--- config.mk ---
export PLATFORM = sky130hd
export DESIGN_NAME = fetch_unit_flat
export DESIGN_NICKNAME = d
export VERILOG_FILES = /design/src/rtl/fetch_pkg.sv /design/src/rtl/fetch_unit_if.sv /design/src/rtl/fetch_queue.sv /design/src/rtl/fetch_unit.sv /design/src/flat_wrapper.sv
export SDC_FILE = /design/constraint.sdc
export NUM_CORES = 1
export LEC_CHECK = 0
export CAP_MARGIN = 5
export CORE_AREA = 5 5 133 135
export CTS_CLUSTER_SIZE = 24
export DETAILED_ROUTE_END_ITERATION = 6
export DIE_AREA = 0 0 138 140
export HOLD_SLACK_MARGIN = 0.1
export PLACE_DENSITY_LB_ADDON = 0.15
export SYNTH_ARGS = -nofsm -noshare
export SYNTH_HDL_FRONTEND = slang
export SYNTH_HIERARCHICAL = 1
export SYNTH_SLANG_ARGS = --single-unit
--- constraint.sdc ---
create_clock -name clk -period 6.9 [get_ports clk]
set_input_delay 0.69 -clock clk [delete_from_list [all_inputs] [get_ports clk]]
set_output_delay 0.69 -clock clk [all_outputs]
set_load 0.02 [all_outputs]
--- src/rtl/fetch_pkg.sv ---
// Shared types and constants for the instruction fetch stage.
package fetch_pkg;

  localparam logic [31:0] INST_NOP         = 32'h0000_0000;
  localparam logic [31:0] DEFAULT_RESET_PC = 32'h0000_0000;
  localparam logic [31:0] PC_INC           = 32'd4;

  typedef struct packed {
    logic [31:0] pc;
    logic [31:0] instr;
  } fetch_entry_t;

  // Word-align a byte address; every PC this stage produces ends in 2'b00.
  function automatic logic [31:0] pc_align(input logic [31:0] addr);
    return addr & ~32'h0000_0003;
  endfunction

endpackage

--- src/rtl/fetch_unit_if.sv ---
// Bus bundle between fetch, instruction memory, the redirect source and decode.
interface fetch_unit_if;

  // Handshake: decode takes the head on a cycle where if_valid && if_ready,
  // unless redirect_valid is high, which squashes the head without a transfer.
  // if_valid never depends on if_ready; imem_pc is purely registered.
  logic [31:0] imem_pc;
  logic [31:0] imem_instr;
  logic        redirect_valid;
  logic [31:0] redirect_target;
  logic        if_valid;
  logic        if_ready;
  logic [31:0] if_instr;
  logic [31:0] if_pc;
  logic [31:0] if_pc_plus4;

  modport master (
    output imem_pc,
    input  imem_instr,
    input  redirect_valid,
    input  redirect_target,
    output if_valid,
    input  if_ready,
    output if_instr,
    output if_pc,
    output if_pc_plus4
  );

  modport slave (
    input  imem_pc,
    output imem_instr,
    output redirect_valid,
    output redirect_target,
    input  if_valid,
    output if_ready,
    input  if_instr,
    input  if_pc,
    input  if_pc_plus4
  );

endinterface

--- src/rtl/fetch_queue.sv ---
// Circular buffer of fetched {pc, instr} entries; flush empties it in one cycle.
module fetch_queue
  import fetch_pkg::*;
#(
  parameter int DEPTH = 2
) (
  input  logic                       clk,
  input  logic                       rst_n,
  input  logic                       push_i,
  input  fetch_entry_t               push_data_i,
  input  logic                       pop_i,
  input  logic                       flush_i,
  output fetch_entry_t               head_data_o,
  output logic [$clog2(DEPTH):0]     count_o
);

  localparam int PTR_W = $clog2(DEPTH);
  localparam int CNT_W = PTR_W + 1;

  fetch_entry_t     mem_q [DEPTH];
  logic [PTR_W-1:0] head_q, head_d;
  logic [PTR_W-1:0] tail_q, tail_d;
  logic [CNT_W-1:0] count_q, count_d;

  always_comb begin
    head_d  = head_q;
    tail_d  = tail_q;
    count_d = count_q;
    if (flush_i) begin
      head_d  = '0;
      tail_d  = '0;
      count_d = '0;
    end else begin
      // Pointers are log2(DEPTH) wide, so they wrap without explicit compare.
      if (push_i) tail_d = tail_q + PTR_W'(1);
      if (pop_i)  head_d = head_q + PTR_W'(1);
      case ({push_i, pop_i})
        2'b10:   count_d = count_q + CNT_W'(1);
        2'b01:   count_d = count_q - CNT_W'(1);
        default: count_d = count_q;
      endcase
    end
  end

  always_ff @(posedge clk) begin
    if (!rst_n) begin
      head_q  <= '0;
      tail_q  <= '0;
      count_q <= '0;
    end else begin
      head_q  <= head_d;
      tail_q  <= tail_d;
      count_q <= count_d;
    end
  end

  // Payload storage needs no reset: the top gates every read with count != 0.
  always_ff @(posedge clk) begin
    if (push_i && !flush_i) mem_q[tail_q] <= push_data_i;
  end

  assign head_data_o = mem_q[head_q];
  assign count_o     = count_q;

endmodule

--- src/rtl/fetch_unit.sv ---
// Fetch stage: owns the PC, reads the instruction memory and feeds decode.
module fetch_unit
  import fetch_pkg::*;
#(
  parameter logic [31:0] RESET_PC    = DEFAULT_RESET_PC,
  parameter int          QUEUE_DEPTH = 2
) (
  input logic          clk,
  input logic          rst_n,
  fetch_unit_if.master bus
);

  localparam int CNT_W = $clog2(QUEUE_DEPTH) + 1;

  logic [31:0]      pc_q, pc_d;
  logic [CNT_W-1:0] count;
  fetch_entry_t     head;
  fetch_entry_t     push_data;
  logic             valid;
  logic             pop;
  logic             push;

  assign valid = (count != '0);
  assign pop   = valid && bus.if_ready && !bus.redirect_valid;
  // A simultaneous pop frees a slot, so a full queue still streams one per cycle.
  assign push  = !bus.redirect_valid && ((count < CNT_W'(QUEUE_DEPTH)) || pop);

  assign push_data.pc    = pc_q;
  assign push_data.instr = bus.imem_instr;

  always_comb begin
    pc_d = pc_q;
    if (bus.redirect_valid) pc_d = pc_align(bus.redirect_target);
    else if (push)          pc_d = pc_q + PC_INC;
  end

  always_ff @(posedge clk) begin
    if (!rst_n) pc_q <= pc_align(RESET_PC);
    else        pc_q <= pc_d;
  end

  fetch_queue #(
    .DEPTH(QUEUE_DEPTH)
  ) u_queue (
    .clk         (clk),
    .rst_n       (rst_n),
    .push_i      (push),
    .push_data_i (push_data),
    .pop_i       (pop),
    .flush_i     (bus.redirect_valid),
    .head_data_o (head),
    .count_o     (count)
  );

  assign bus.imem_pc     = pc_q;
  assign bus.if_valid    = valid;
  assign bus.if_instr    = valid ? head.instr        : INST_NOP;
  assign bus.if_pc       = valid ? head.pc           : 32'h0;
  assign bus.if_pc_plus4 = valid ? head.pc + PC_INC  : 32'h0;

endmodule

--- src/flat_wrapper.sv ---
// flat-port wrapper written by rule: the top's interface ports become plain ports
module fetch_unit_flat import fetch_pkg::*;
#(
  parameter logic [31:0] RESET_PC    = DEFAULT_RESET_PC,
  parameter int          QUEUE_DEPTH = 2
)
  (clk, rst_n, bus_imem_pc, bus_imem_instr, bus_redirect_valid, bus_redirect_target, bus_if_valid, bus_if_ready, bus_if_instr, bus_if_pc, bus_if_pc_plus4);
  fetch_unit_if bus_i ();
  input logic clk;
  input logic rst_n;
  output wire logic [$bits(bus_i.imem_pc)-1:0] bus_imem_pc;
  input wire logic [$bits(bus_i.imem_instr)-1:0] bus_imem_instr;
  input wire logic [$bits(bus_i.redirect_valid)-1:0] bus_redirect_valid;
  input wire logic [$bits(bus_i.redirect_target)-1:0] bus_redirect_target;
  output wire logic [$bits(bus_i.if_valid)-1:0] bus_if_valid;
  input wire logic [$bits(bus_i.if_ready)-1:0] bus_if_ready;
  output wire logic [$bits(bus_i.if_instr)-1:0] bus_if_instr;
  output wire logic [$bits(bus_i.if_pc)-1:0] bus_if_pc;
  output wire logic [$bits(bus_i.if_pc_plus4)-1:0] bus_if_pc_plus4;
  assign bus_imem_pc = bus_i.imem_pc;
  assign bus_i.imem_instr = bus_imem_instr;
  assign bus_i.redirect_valid = bus_redirect_valid;
  assign bus_i.redirect_target = bus_redirect_target;
  assign bus_if_valid = bus_i.if_valid;
  assign bus_i.if_ready = bus_if_ready;
  assign bus_if_instr = bus_i.if_instr;
  assign bus_if_pc = bus_i.if_pc;
  assign bus_if_pc_plus4 = bus_i.if_pc_plus4;
  fetch_unit #(.RESET_PC(RESET_PC), .QUEUE_DEPTH(QUEUE_DEPTH)) u_core (.clk(clk), .rst_n(rst_n), .bus(bus_i));
endmodule
==> metrics, run 1 <==
Vias/cell 5.506; Seq/Total Area, Yosys 57.04%; Hold Violations, Final 0; Initial DRC Count roughly 340; top post-synthesis cells by area edfxtp_1 48%, mux2_2 10%, dfxtp_1 8.8%, and2_1 5.4%, nor2_1 2.1%; met2 Resource Use GR 33.76%; pwr/cell area roughly 220 mW/mm2; Yosys top cell area share 48.25%; Bufs and invs on worst path 2; maxcap violations 0; cell leakage power 3.544 nW; Syn Std Cell Area between 0.007 and 0.008 mm2; Cells after Synth 670; CP max stage cell dfxtp_2; fin. max-slew vios 0; RSZ-0062 raised after global routing no; H-tree levels 4; Worst VDD drop 159.7 uV; Setup CP Type flip-flop to primary output; Final Instance Area 0.01060 mm2; Multi-input gate area 0.003187 mm2; Worst-Margin Slew around 900 ps; CTS tree done; vias in the first global route 5,922; Area Growth Syn to Fin 33.00%; Post-synth EDFFs between 100 and 150; Startpoint Class flip-flop; type of the tightest min-delay check flip-flop to flip-flop; max incr delay on CP between 800 and 900 ps; clk sinks 163; clk root buf clkbuf_16; crit path DAT 3920 ps; CTS Buf Count 17; share of layout cells above drive strength 1 13.81%; Seq cells post-synth 163; initial antenna violation count 0; Routed Antenna Nets 0; Most Frequent Cell on Critical Path mux2_2; final core occ 64.81%; hpwl dp 14.15 mm; final wirelength a little over 20 mm; WL/cell 18.57 um; Fmax 0.2168 GHz; fin crit share 66.84%; worst-path cell chain buf_4, mux2_2, and4_1, nand4_1, nor4_1, mux2_2, clkdlybuf4s50_1; Synth warnings 6; CP delay by family, top buffers and inverters; Via Count roughly 6,000; setup repair bufs after CTS 0; Initial Utilization between 40% and 50%; Die Area 0.01932 mm2; Worst Setup Slack, final 2288 ps; Pre-antenna DRT Iters 5; nets@finish 927; die height 140 um; CORE AREA 0.01635 mm2; CTS clk-pin slew, worst paths 60 ps; element type at the critical path end primary output; first-pass GRT wire length between 30 and 40 mm; Netlist cell types 51; outcome finished, final reports clean; routing usage on met1 ~27%; worst hold slack 531.4 ps; Post-CTS Resized 0; Setup Total Neg Slack 0 ps; Finish-stage setup viols 0; gr ovfl total 0; pre-CTS setup slack 2712 ps; cell taking the most area after synthesis edfxtp_1; worst skew pair latency between 400 and 500 ps; placed cell areas 0.01005 mm2; ant diodes 0; I/O pin total 197; fill count 1,299; GPL Wtd Cong around 0.89; most common flop cell mapped by yosys edfxtp_1; crit-path max FO 34; Mean Syn Cell Area 11.89 um2; fin crit period between 4000 and 5000 ps; pin count of the biggest net entering global routing 65; headroom to the max-slew limit between 40% and 50%; number of core rows 47; Clock Skews around 13 ps; GRT busiest layer met2; gr usage total 20.60%; fraction of registers with async set/reset 0%; CTS Hold Bufs 0; CTS Buffer Depth 2; grt met3 use 4.635%; DRC 0; I/O Buffers between 150 and 200; WP data required 6210 ps; register area 0.004546 mm2; Die X 138 um
-- metal layers --
metal / share of wire (%) / vias to the layer above
li1: - / 2892
met1: 44 / 2885
met2: 49 / 197
met3: 4.9 / 22
met4: 2.0 / 0
met5: 0 / -
-- layout make-up --
class                           count  area share [%]
Sequential cell                   163           42.90
Multi-Input combinational cell    459           30.08
Timing Repair Buffer              201           18.78
Clock buffer                       22           4.476
Tap cell                          220           2.598
Clock inverter                     10          0.6731
Inverter                           14          0.4960
-- synthesized netlist by cell type (2+ instances only) --
cell type    n
and3_1       5
xor2_1      11
buf_1        4
clkbuf_1    24
nand3_1     24
nand4_1     25
or4_1       13
mux2_2      73
ha_1         3
nor4_1       9
and2_1      69
nand2b_1     4
xnor2_1     13
a21o_1       4
inv_1       14
o21ai_0     31
a311oi_1     2
nor2_1      45
o311a_1      2
nor3b_1      4
a211oi_1    10
o41ai_1      2
o211ai_1     2
nor4b_1      2
a2111oi_0    2
and4_1      12
a21oi_1      9
buf_4        5
nor2b_1      3
edfxtp_1   128
dfxtp_1     35
buf_6        6
nor3_1      12
nand2_1     31
or3_1        3
o31ai_1      6
a31oi_1      9
-- final timing paths --
check / startpoint / to / slack [ps] / cells past startpoint
worst max-delay path: flip-flop / bus_if_pc_plus4[28] / 2290 / 7
worst max register to register: u_core/u_queue/count_o[1] / u_core/u_queue/mem_q[1][25] / 4520 / 4
worst min register to register: u_core/u_queue/head_q / flip-flop / 530 / 2
worst min-delay path: u_core/u_queue/head_q / flip-flop / 530 / 2
-- flip-flops by register name, summed over array words and instances (netlist names), named ones only --
name	count
u_core/u_queue/count_o	2
u_core/u_queue/mem_q	128
u_core/u_queue/tail_q	1
u_core/u_queue/head_q	1
u_core/bus.imem_pc	30
-- per-stage QoR --
stage / total power, mW / cells
4_1_cts: 2.326 / 1089
3_5_place_dp: 1.460 / 1057
3_3_place_gp: 1.453 / 1057
5_1_grt: 2.402 / 1089
6_report: 2.305 / 1089
2_1_floorplan: 1.308 / 675
-- placed cells by master (no fill, tap or decap), drive strengths merged, types with 9 or more instances in the layout --
| cell | instances |
|---|---|
| a21oi | 9 |
| or4 | 14 |
| nor4 | 9 |
| clkdlybuf4s50 | 192 |
| o21ai | 32 |
| a211oi | 10 |
| nand3 | 24 |
| nand4 | 27 |
| a31oi | 9 |
| edfxtp | 128 |
| dfxtp | 35 |
| nor2 | 45 |
| and4 | 12 |
| and2 | 69 |
| xnor2 | 13 |
| xor2 | 11 |
| inv | 21 |
| mux2 | 73 |
| buf | 9 |
| clkbuf | 22 |
| nor3 | 12 |
| nand2 | 31 |
-- report_power, final --
part / internal [mW] / switching [mW] / leakage [nW] / total [mW]
combinational: 0.146 / 0.155 / 1.79 / 0.300
sequential: 1.10 / 0.0378 / 1.47 / 1.14
clock: 0.493 / 0.372 / 0.277 / 0.865
-- cell families after synthesis --
family	after synthesis	share of synthesized area, %
other	1	0.04707
adders and majority gates	3	0.4712
buffers and inverters	53	3.298
and+or+nand+nor	266	19.02
xor gates and xnor gates	24	2.639
DFF	163	57.04
AOI/OAI and AO/OA	86	7.036
muxes	74	10.44
-- worst reg2reg max path, cell delays in order (launching register included) --
cell and delay [ps]:
dfxtp_1 480, nor2b_1 280, nor2_1 190, and3_2 380, buf_4 650
No activity file was read; power rests on OpenSTA's default activity.
==> inputs of run 2 (changes only) <==
clock period = 4.84 ns   (was 6.9 ns; I/O delays follow)
==> run 2 against run 1 <==
Worst hold slack gained 2.7 ps. Via count grew 1.1%. Register-to-register slack lost 2300 ps. Critical path depth is the same. Critical path type unchanged.
==> metrics, run 2 (same netlist as run 1, synthesis figures left out) <==
fin crit period about 4000 ps; setup repair bufs after CTS 0 (unchanged); placed cell areas 0.01007 mm2 (+0.21%); clk sinks 163 (unchanged); CP max stage cell dfxtp_2; type of the tightest min-delay check flip-flop to flip-flop; Die Area 0.01932 mm2 (unchanged); DRC 0 (unchanged); CTS Hold Bufs 0 (unchanged); number of core rows 47 (unchanged); vias in the first global route 5,985 (+1.1%); Area Growth Syn to Fin 33.71%; WP data required 4360 ps (-1850 ps); Via Count 6,060 (+1.1%); Hold Violations, Final 0 (unchanged); die height 140 um (unchanged); CTS clk-pin slew, worst paths 70 ps (about the same); commonest non-fill, non-tap cell in the layout clkdlybuf4s50_1; Startpoint Class flip-flop; fin crit share 82.08%; non-filler cells, final 1,091 (+0.18%); max incr delay on CP 560 ps (-300 ps); CORE AREA 0.01635 mm2 (unchanged); first-pass GRT wire length 32.41 mm (+1.0%); I/O Buffers 192 (unchanged); Worst VDD drop 230.9 uV (+45%); Pre-antenna DRT Iters 5 (unchanged); Largest Register u_core/u_queue/mem_q; worst hold slack 534.1 ps (+2.659 ps); Setup Total Neg Slack 0 ps (unchanged); CTS Buf Count 17 (unchanged); pin count of the biggest net entering global routing 57 (-12%); Fmax 0.2517 GHz; gr ovfl total 0 (unchanged); crit path DAT 3490 ps (-430 ps); worst-path cell chain buf_4, mux2_2, and4_1, nand4_1, nor3_1, mux2_2, clkdlybuf4s50_1; GPL Wtd Cong 0.8641 (-2.7%); headroom to the max-slew limit 28.17% (-13 points); met2 Resource Use GR 34.35% (+0.59 points); RSZ-0062 raised after global routing no; worst skew pair latency 420 ps (about the same); commonest cells after routing, fill and taps aside 192 x clkdlybuf4s50_1, 128 x edfxtp_1, 73 x mux2_2; Clock Skews 8.339 ps (-4.462 ps); WL/cell 18.61 um (+0.21%); Vias/cell 5.555 (+0.88%); H-tree levels 4 (unchanged); clk root buf clkbuf_16; initial antenna violation count 0 (unchanged); Worst-Margin Slew 1076 ps (+195.5 ps); cell leakage power 3.560 nW (+0.47%); dpl cells 1,059 (+0.19%); Die X 138 um (unchanged); routing usage on met1 26.97% (-0.11 points); gr usage total 20.81% (+0.21 points); max reg flops 128 (unchanged); ant diodes 0 (unchanged); final wirelength 20.30 mm (+0.40%); I/O pin total 197 (unchanged); Finish-stage setup viols 0 (unchanged); Routed Antenna Nets 0 (unchanged); CTS tree done; maxcap violations 0 (unchanged); share of layout cells above drive strength 1 14.12% (+0.31 points); Initial DRC Count 465 (+39%); Post-CTS Resized 0 (unchanged); element type at the critical path end primary output; Setup CP Type flip-flop to primary output; outcome finished, final reports clean; pwr/cell area 315.8 mW/mm2 (+45%); hpwl dp 14.46 mm (+2.2%); GRT busiest layer met2; grt met3 use 4.533% (-0.10 points); CTS Buffer Depth 2 (unchanged); fin. max-slew vios 0 (unchanged); Initial Utilization 48.73% (unchanged); crit-path max FO 29 (-15%); Final Instance Area 0.01065 mm2 (+0.53%); Most Frequent Cell on Critical Path mux2_2; nets@finish 929 (+0.22%); final core occ 65.15% (+0.34 points)
-- run 2: changes by cell type in the layout (fill, tap and decap cells not counted) --
cell / delta
buf_4: +2
bufinv_16: +2
clkbuf_1: -1
clkbuf_8: -3
clkinv_2: +2
clkinv_4: -1
clkinvlp_4: +2
inv_4: -5
inv_6: +4
nor3_2: -1
nor3_4: +1
-- run 2: final cells by class --
cell class	count	area [um2]
repair buffers	203	2004
flip-flops and latches	163	4546
well taps	220	275.3
fillers	1309	5697
clock inverters	14	151.4
clock buffers	18	429.2
inverters	14	52.55
multi-input cells	459	3193
-- run 2: path summary, 6_finish.rpt --
kind / start / to / slack (ps) / cells after the start
worst max-delay path: flip-flop / bus_if_pc_plus4[25] / 870 / 7
worst min-delay path: u_core/bus.imem_pc[30] / u_core/u_queue/mem_q[1][62] / 530 / 0
worst max register to register: u_core/u_queue/count_o[1] / u_core/u_queue/mem_q[0][27] / 2250 / 5
worst min register to register: u_core/bus.imem_pc[30] / u_core/u_queue/mem_q[1][62] / 530 / 0
-- run 2: stage by stage --
stage | setup slack, ps | total power [mW]
finish | 867.2 | 3.364
global route | 694.4 | 3.501
CTS | 823.2 | 3.392
detailed placement | 1277 | 2.084
global placement | 1319 | 2.072
floorplan | 717.2 | 1.863
-- run 2: worst max-delay path, delay by kind of cell, from the launching register on --
| family | cells | cell delay (ps) |
|---|---|---|
| buffers and inverters | 2 | 990 |
| multiplexers | 2 | 670 |
| AND/OR/NAND/NOR | 3 | 850 |
| flip-flops | 1 | 560 |
-- run 2: report_power, final --
| part | internal [mW] | leakage (nW) | switching (mW) | total (mW) |
|---|---|---|---|---|
| sequential | 1.57 | 1.47 | 0.0524 | 1.62 |
| combinational | 0.208 | 1.81 | 0.223 | 0.431 |
| clock | 0.767 | 0.282 | 0.544 | 1.31 |
| total | 2.54 | 3.56 | 0.819 | 3.36 |
-- run 2: routing by layer --
layer  wire length, um  share of wire, %
met5                 0                 0
met4               530               2.6
met3              1094               5.4
met2              9896                49
met1              8780                43
